<file path="config.mk">
export PLATFORM = sky130hd
export DESIGN_NAME = logic_exec_pipe
export DESIGN_NICKNAME = d
export VERILOG_FILES = /design/src/rtl/logic_exec_pipe_pkg.sv /design/src/rtl/logic_exec_pipe_fn_core.sv /design/src/rtl/logic_exec_pipe.sv
export SDC_FILE = /design/constraint.sdc
export NUM_CORES = 1
export LEC_CHECK = 0
export BUFFER_PORTS_ARGS = -buffer_cell sky130_fd_sc_hd__buf_2
export CELL_PAD_IN_SITES_DETAIL_PLACEMENT = 0
export CELL_PAD_IN_SITES_GLOBAL_PLACEMENT = 2
export CORE_ASPECT_RATIO = 0.9
export CORE_UTILIZATION = 32
export DETAILED_ROUTE_END_ITERATION = 10
export PLACE_DENSITY_LB_ADDON = 0.1
export SETUP_SLACK_MARGIN = 0.1
export SYNTH_ARGS = -nofsm -noshare
export SYNTH_HDL_FRONTEND = slang
export SYNTH_SLANG_ARGS = --single-unit
export TNS_END_PERCENT = 20
</file>
<file path="constraint.sdc">
create_clock -name clk -period 2.95 [get_ports clk]
set_input_delay 0.4425 -clock clk [delete_from_list [all_inputs] [get_ports clk]]
set_output_delay 0.4425 -clock clk [all_outputs]
set_load 0.01 [all_outputs]
</file>
<file path="src/rtl/logic_exec_pipe_pkg.sv">
// Shared function codes and field positions for the logical execution pipe.
// Shift codes are only legal when LOGIC_SHIFT_EN is defined.
package logic_exec_pipe_pkg;

   typedef enum logic [2:0] {
      LOGIC_FN_AND = 3'b000,
      LOGIC_FN_OR  = 3'b001,
      LOGIC_FN_XOR = 3'b010,
      LOGIC_FN_SLL = 3'b011,
      LOGIC_FN_SRL = 3'b100,
      LOGIC_FN_SRA = 3'b101
   } logic_fn_e;

   localparam int LOGIC_IMM_SEL = 3;

endpackage

</file>
<file path="src/rtl/logic_exec_pipe_fn_core.sv">
// Combinational logic/shift core (logic_fn_core); unsupported codes give result 0 and illegal=1.
// The shifter exists only when LOGIC_SHIFT_EN is defined.
module logic_fn_core
   import logic_exec_pipe_pkg::*;
#(
   parameter int DATA_WIDTH = 32
) (
   input  logic [2:0]            op,
   input  logic [DATA_WIDTH-1:0] a,
   input  logic [DATA_WIDTH-1:0] b,
   output logic [DATA_WIDTH-1:0] result,
   output logic                  illegal
);

   logic_fn_e fn;
   assign fn = logic_fn_e'(op);

`ifdef LOGIC_SHIFT_EN
   localparam int SHAMT_WIDTH = $clog2(DATA_WIDTH);
   logic [SHAMT_WIDTH-1:0] shamt;
   assign shamt = b[SHAMT_WIDTH-1:0];
`endif

   always_comb begin
      // NOTE: every output gets a default first so no path through the case can infer a latch.
      result  = '0;
      illegal = 1'b0;
      case (fn)
         LOGIC_FN_AND: result = a & b;
         LOGIC_FN_OR:  result = a | b;
         LOGIC_FN_XOR: result = a ^ b;
`ifdef LOGIC_SHIFT_EN
         LOGIC_FN_SLL: result = a << shamt;
         LOGIC_FN_SRL: result = a >> shamt;
         LOGIC_FN_SRA: result = $unsigned($signed(a) >>> shamt);
`endif
         default:      illegal = 1'b1;
      endcase
   end

endmodule

</file>
<file path="src/rtl/logic_exec_pipe.sv">
// Two-stage pipelined logical execution unit with valid/ready handshake, tag pass-through and flush.
// Define LOGIC_SHIFT_EN to enable the SLL/SRL/SRA function codes.
module logic_exec_pipe
   import logic_exec_pipe_pkg::*;
#(
   parameter int DATA_WIDTH = 32,
   parameter int IMM_WIDTH  = 12,
   parameter int TAG_WIDTH  = 5
) (
   input  logic                  clk,
   input  logic                  reset_n,
   input  logic                  flush,
   input  logic                  in_valid,
   output logic                  in_ready,
   input  logic [3:0]            op_type,
   input  logic [DATA_WIDTH-1:0] src1,
   input  logic [DATA_WIDTH-1:0] src2,
   input  logic [IMM_WIDTH-1:0]  immediate,
   input  logic [TAG_WIDTH-1:0]  tag_in,
   output logic                  out_valid,
   input  logic                  out_ready,
   output logic [DATA_WIDTH-1:0] result,
   output logic [TAG_WIDTH-1:0]  tag_out,
   output logic                  illegal_op
);

   logic                  s1_valid;
   logic [2:0]            s1_op;
   logic [DATA_WIDTH-1:0] s1_a;
   logic [DATA_WIDTH-1:0] s1_b;
   logic [TAG_WIDTH-1:0]  s1_tag;
   logic                  s2_valid;

   logic                  s1_adv;
   logic                  s2_adv;
   logic                  accept;
   logic [DATA_WIDTH-1:0] src2_eff;
   logic [DATA_WIDTH-1:0] fn_result;
   logic                  fn_illegal;

   assign s2_adv    = !s2_valid || out_ready;
   assign s1_adv    = !s1_valid || s2_adv;
   assign in_ready  = s1_adv;
   assign accept    = in_valid && in_ready;
   assign out_valid = s2_valid;

   assign src2_eff = op_type[LOGIC_IMM_SEL] ? DATA_WIDTH'($signed(immediate)) : src2;

   // NOTE: stage-1 operands carry no reset; s1_valid alone qualifies them.
   always_ff @(posedge clk) begin
      if (accept) begin
         s1_op  <= op_type[2:0];
         s1_a   <= src1;
         s1_b   <= src2_eff;
         s1_tag <= tag_in;
      end
   end

   logic_fn_core #(
      .DATA_WIDTH (DATA_WIDTH)
   ) u_fn_core (
      .op      (s1_op),
      .a       (s1_a),
      .b       (s1_b),
      .result  (fn_result),
      .illegal (fn_illegal)
   );

   // NOTE: state uses non-blocking assignments so both stages update from pre-edge values.
   always_ff @(posedge clk or negedge reset_n) begin
      if (!reset_n) begin
         s1_valid   <= 1'b0;
         s2_valid   <= 1'b0;
         result     <= '0;
         tag_out    <= '0;
         illegal_op <= 1'b0;
      end else if (flush) begin
         s1_valid <= 1'b0;
         s2_valid <= 1'b0;
      end else begin
         if (s1_adv) s1_valid <= in_valid;
         if (s2_adv) begin
            s2_valid <= s1_valid;
            if (s1_valid) begin
               result     <= fn_result;
               tag_out    <= s1_tag;
               illegal_op <= fn_illegal;
            end
         end
      end
   end

endmodule
</file>
==> qor.yml <==
switching_share_pct: 25.82
hold_viol: 0
seq_area_frac_synth_pct: 54.07
comb_power_share_pct: 14.9
core-area_sq_um: 17730
antenna_found_initial: 0
start_util_pct: 33.00
fin_cells: 873
total_power_mw: 3.717
cts_hold_buf: 0
clk_pin_slew_ns: 0.08
final_common_cell: "buf_2"
drive_above_1_share_pct: 28.75
slowest_delay_ns: 0.58
max-vdd-ir-drop_uv: 297.4
p_per_area_nw_per_um2: 526.9
die_x_microns: 144.5
antennaDiodeCount: 0
clk_path_buf_depth: 2
routed_wl_mm: 12.98
cts_buffers: 9
root_buffer: "clkbuf_16"
power_leakage_nw: 3.515
cpMaxStageDelayCell: "nand2b_2"
via_per_inst: 4.410
setup_tns_ns: 0
post-route-drc-count: 0
status: "complete, no violations"
grt_pass1_vias: 3949
cts_tree: "done"
gr-total-overflow: 0
syn_to_final_growth_pct: 20.62
startpoint_type: "flip-flop"
io_buffers: 129
yosysUniqueCellTypes: 25
clock_skew_ns: 0.009851
rsz0062_at_grt: "no"
die_area_sq_um: 18830
seqPwrFrac_pct: 51.4
nets: 782
post_drt_wl_per_cell_microns: 14.87
synth.area.top_cells: "edfxtp_1 37%, dfrtp_1 17%, ha_1 14%"
grt_first_pass_wirelength_mm: 20.68
finalCoreUtilization_pct: 39.80
grt_use_total_pct: 14.91
max-slew-margin-rel_pct: 34.84
synth_top_area_share_pct: 36.96
grt_max_degree: 66
path_cells: "buf_4, nand2b_2, o32ai_1, a22o_2"
cts_htree_levels: 3
place.gp.congestion: 0.7242
post_cts_resized: 0
max_cap_violations: 0
hpwl_mm: 8.813
clk_latency_ns: 0.36
pin_count: 130
synth_seq_cells: 112
critPathKind: "reg -> reg"
path_max_fanout: 32
dr_total_vias: 3850
p_sw_uw: 959.8
postRouteAntennaNets: 0
nFillCells: 1783
tightestPinTransition_ns: 0.9774
drv_slew: 0
setup_violations: 0
mostFrequentLayoutCells: "129 x buf_2, 117 x inv_1, 72 x edfxtp_1"
dp_cells: 857
internal_power_mw: 2.757
post-route-period-util_pct: 63.20
syn_nets: 659
clkSinkCount: 112
layout_min_cycle_time_ns: 1.864
postSynthCellCount: 505
die_h_microns: 130.3
synth_area_sq_um: 5849
avgSynthCellArea_sq_um: 11.58
critPathCaptureType: "flip-flop"
cp.arrival_ns: 2.11
synth-warning-count: 0
required_ns: 3.20
yosys.area.top_type: "edfxtp_1"
drt-initial-drc-count: 125
num_rows: 46
hold_path_class: "in -> async"
firstDrtPassIters: 4
fmax_mhz: 536.4
postCtsSetupBuffers: 0
power.share.clock_pct: 33.7
-- flip-flops by register name, summed over array words and instances (netlist names) --
register,flops
s1_a,32
result,32
s1_b,32
out_valid,1
s1_tag,5
s1_valid,1
tag_out,5
illegal_op,1
s1_op,3
-- critical path: cells and delay by family, from the launching register on --
| kind | cells | cell delay, ns |
|---|---|---|
| and+or+nand+nor | 1 | 0.58 |
| DFF | 1 | 0.46 |
| AOI/OAI and AO/OA | 2 | 0.46 |
| buffers and inverters | 1 | 0.24 |
-- logic make-up after synthesis --
logic type	after synthesis	share of synthesized area, %
AOI/OAI and AO/OA	91	12.45
adders and majority gates	64	13.69
buffers and inverters	142	9.583
DFF	112	54.07
muxes	16	3.080
and+or+nand+nor	80	7.123
-- final cells by class --
class / instances / area [sq um] / area share (%)
inverters: 117 / 439.2 / 6.225
well taps: 240 / 300.3 / 4.256
multi-input cells: 251 / 2136 / 30.27
clock buffers: 10 / 229.0 / 3.245
repair buffers: 137 / 718.2 / 10.18
flip-flops and latches: 112 / 3163 / 44.83
clock inverters: 6 / 70.07 / 0.9931
-- routing by layer --
layer | share of wire [%] | vias to the layer above | global-route usage (%)
met2 | 48 | 81 | 25.48
met3 | 4.7 | 10 | 3.963
met1 | 46 | 1813 | 18.69
met5 | 0 | - | 0
li1 | - | 1946 | -
met4 | 0.87 | 0 | 3.715
-- power groups by stage --
stage	Clock (mW)	Combinational, mW	Sequential (mW)
6_report	1.25	0.553	1.91
3_5_place_dp	0	0.568	1.95
5_1_grt	1.35	0.633	1.93
3_3_place_gp	0	0.556	1.95
2_1_floorplan	0	0.295	1.96
4_1_cts	1.30	0.569	1.92
-- synthesized netlist by cell type --
master,count
inv_1,117
edfxtp_1,72
ha_1,64
dfrtp_1,40
nor2_1,33
and2_1,30
o32ai_1,29
a22o_1,24
o21ai_0,21
mux2_2,16
clkbuf_1,13
buf_2,10
nand2b_1,9
a21oi_1,5
a22o_2,5
nand2_1,3
o211ai_1,3
o221a_2,3
buf_6,2
a2111oi_4,1
and2b_1,1
nand3_1,1
nor2_2,1
nor2b_4,1
nor3_1,1
-- final timing paths --
path	startpoint	endpoint	slack (ns)	cells after the start
setup / recovery	s1_op[1]$_DFFE_PP_	result[19]$_DFFE_PN0P_	1.09	4
hold / removal	reset_n	tag_out[3]$_DFFE_PN0P_	0.24	1
setup reg to reg	s1_op[1]$_DFFE_PP_	result[19]$_DFFE_PN0P_	1.09	4
hold reg to reg	s1_tag[0]$_DFFE_PP_	tag_out[0]$_DFFE_PN0P_	0.48	1
max in group asynchronous	reset_n	result[21]$_DFFE_PN0P_	2.10	1
min in group clk	src1[17]	s1_a[17]$_DFFE_PP_	0.26	1
-- through the flow --
| stage | hold slack (ns) | setup WS (ns) | instance area (sq um) |
|---|---|---|---|
| 2_1_floorplan | 0.1469 | 0.7992 | 5851 |
| 3_3_place_gp | 0.4573 | 1.018 | 6756 |
| 3_5_place_dp | 0.4615 | 0.9825 | 6756 |
| 4_1_cts | 0.2441 | 1.052 | 7056 |
| 5_1_grt | 0.2335 | 0.9216 | 7056 |
| 6_report | 0.2364 | 1.086 | 7056 |
(Power assumes the default switching activity.)
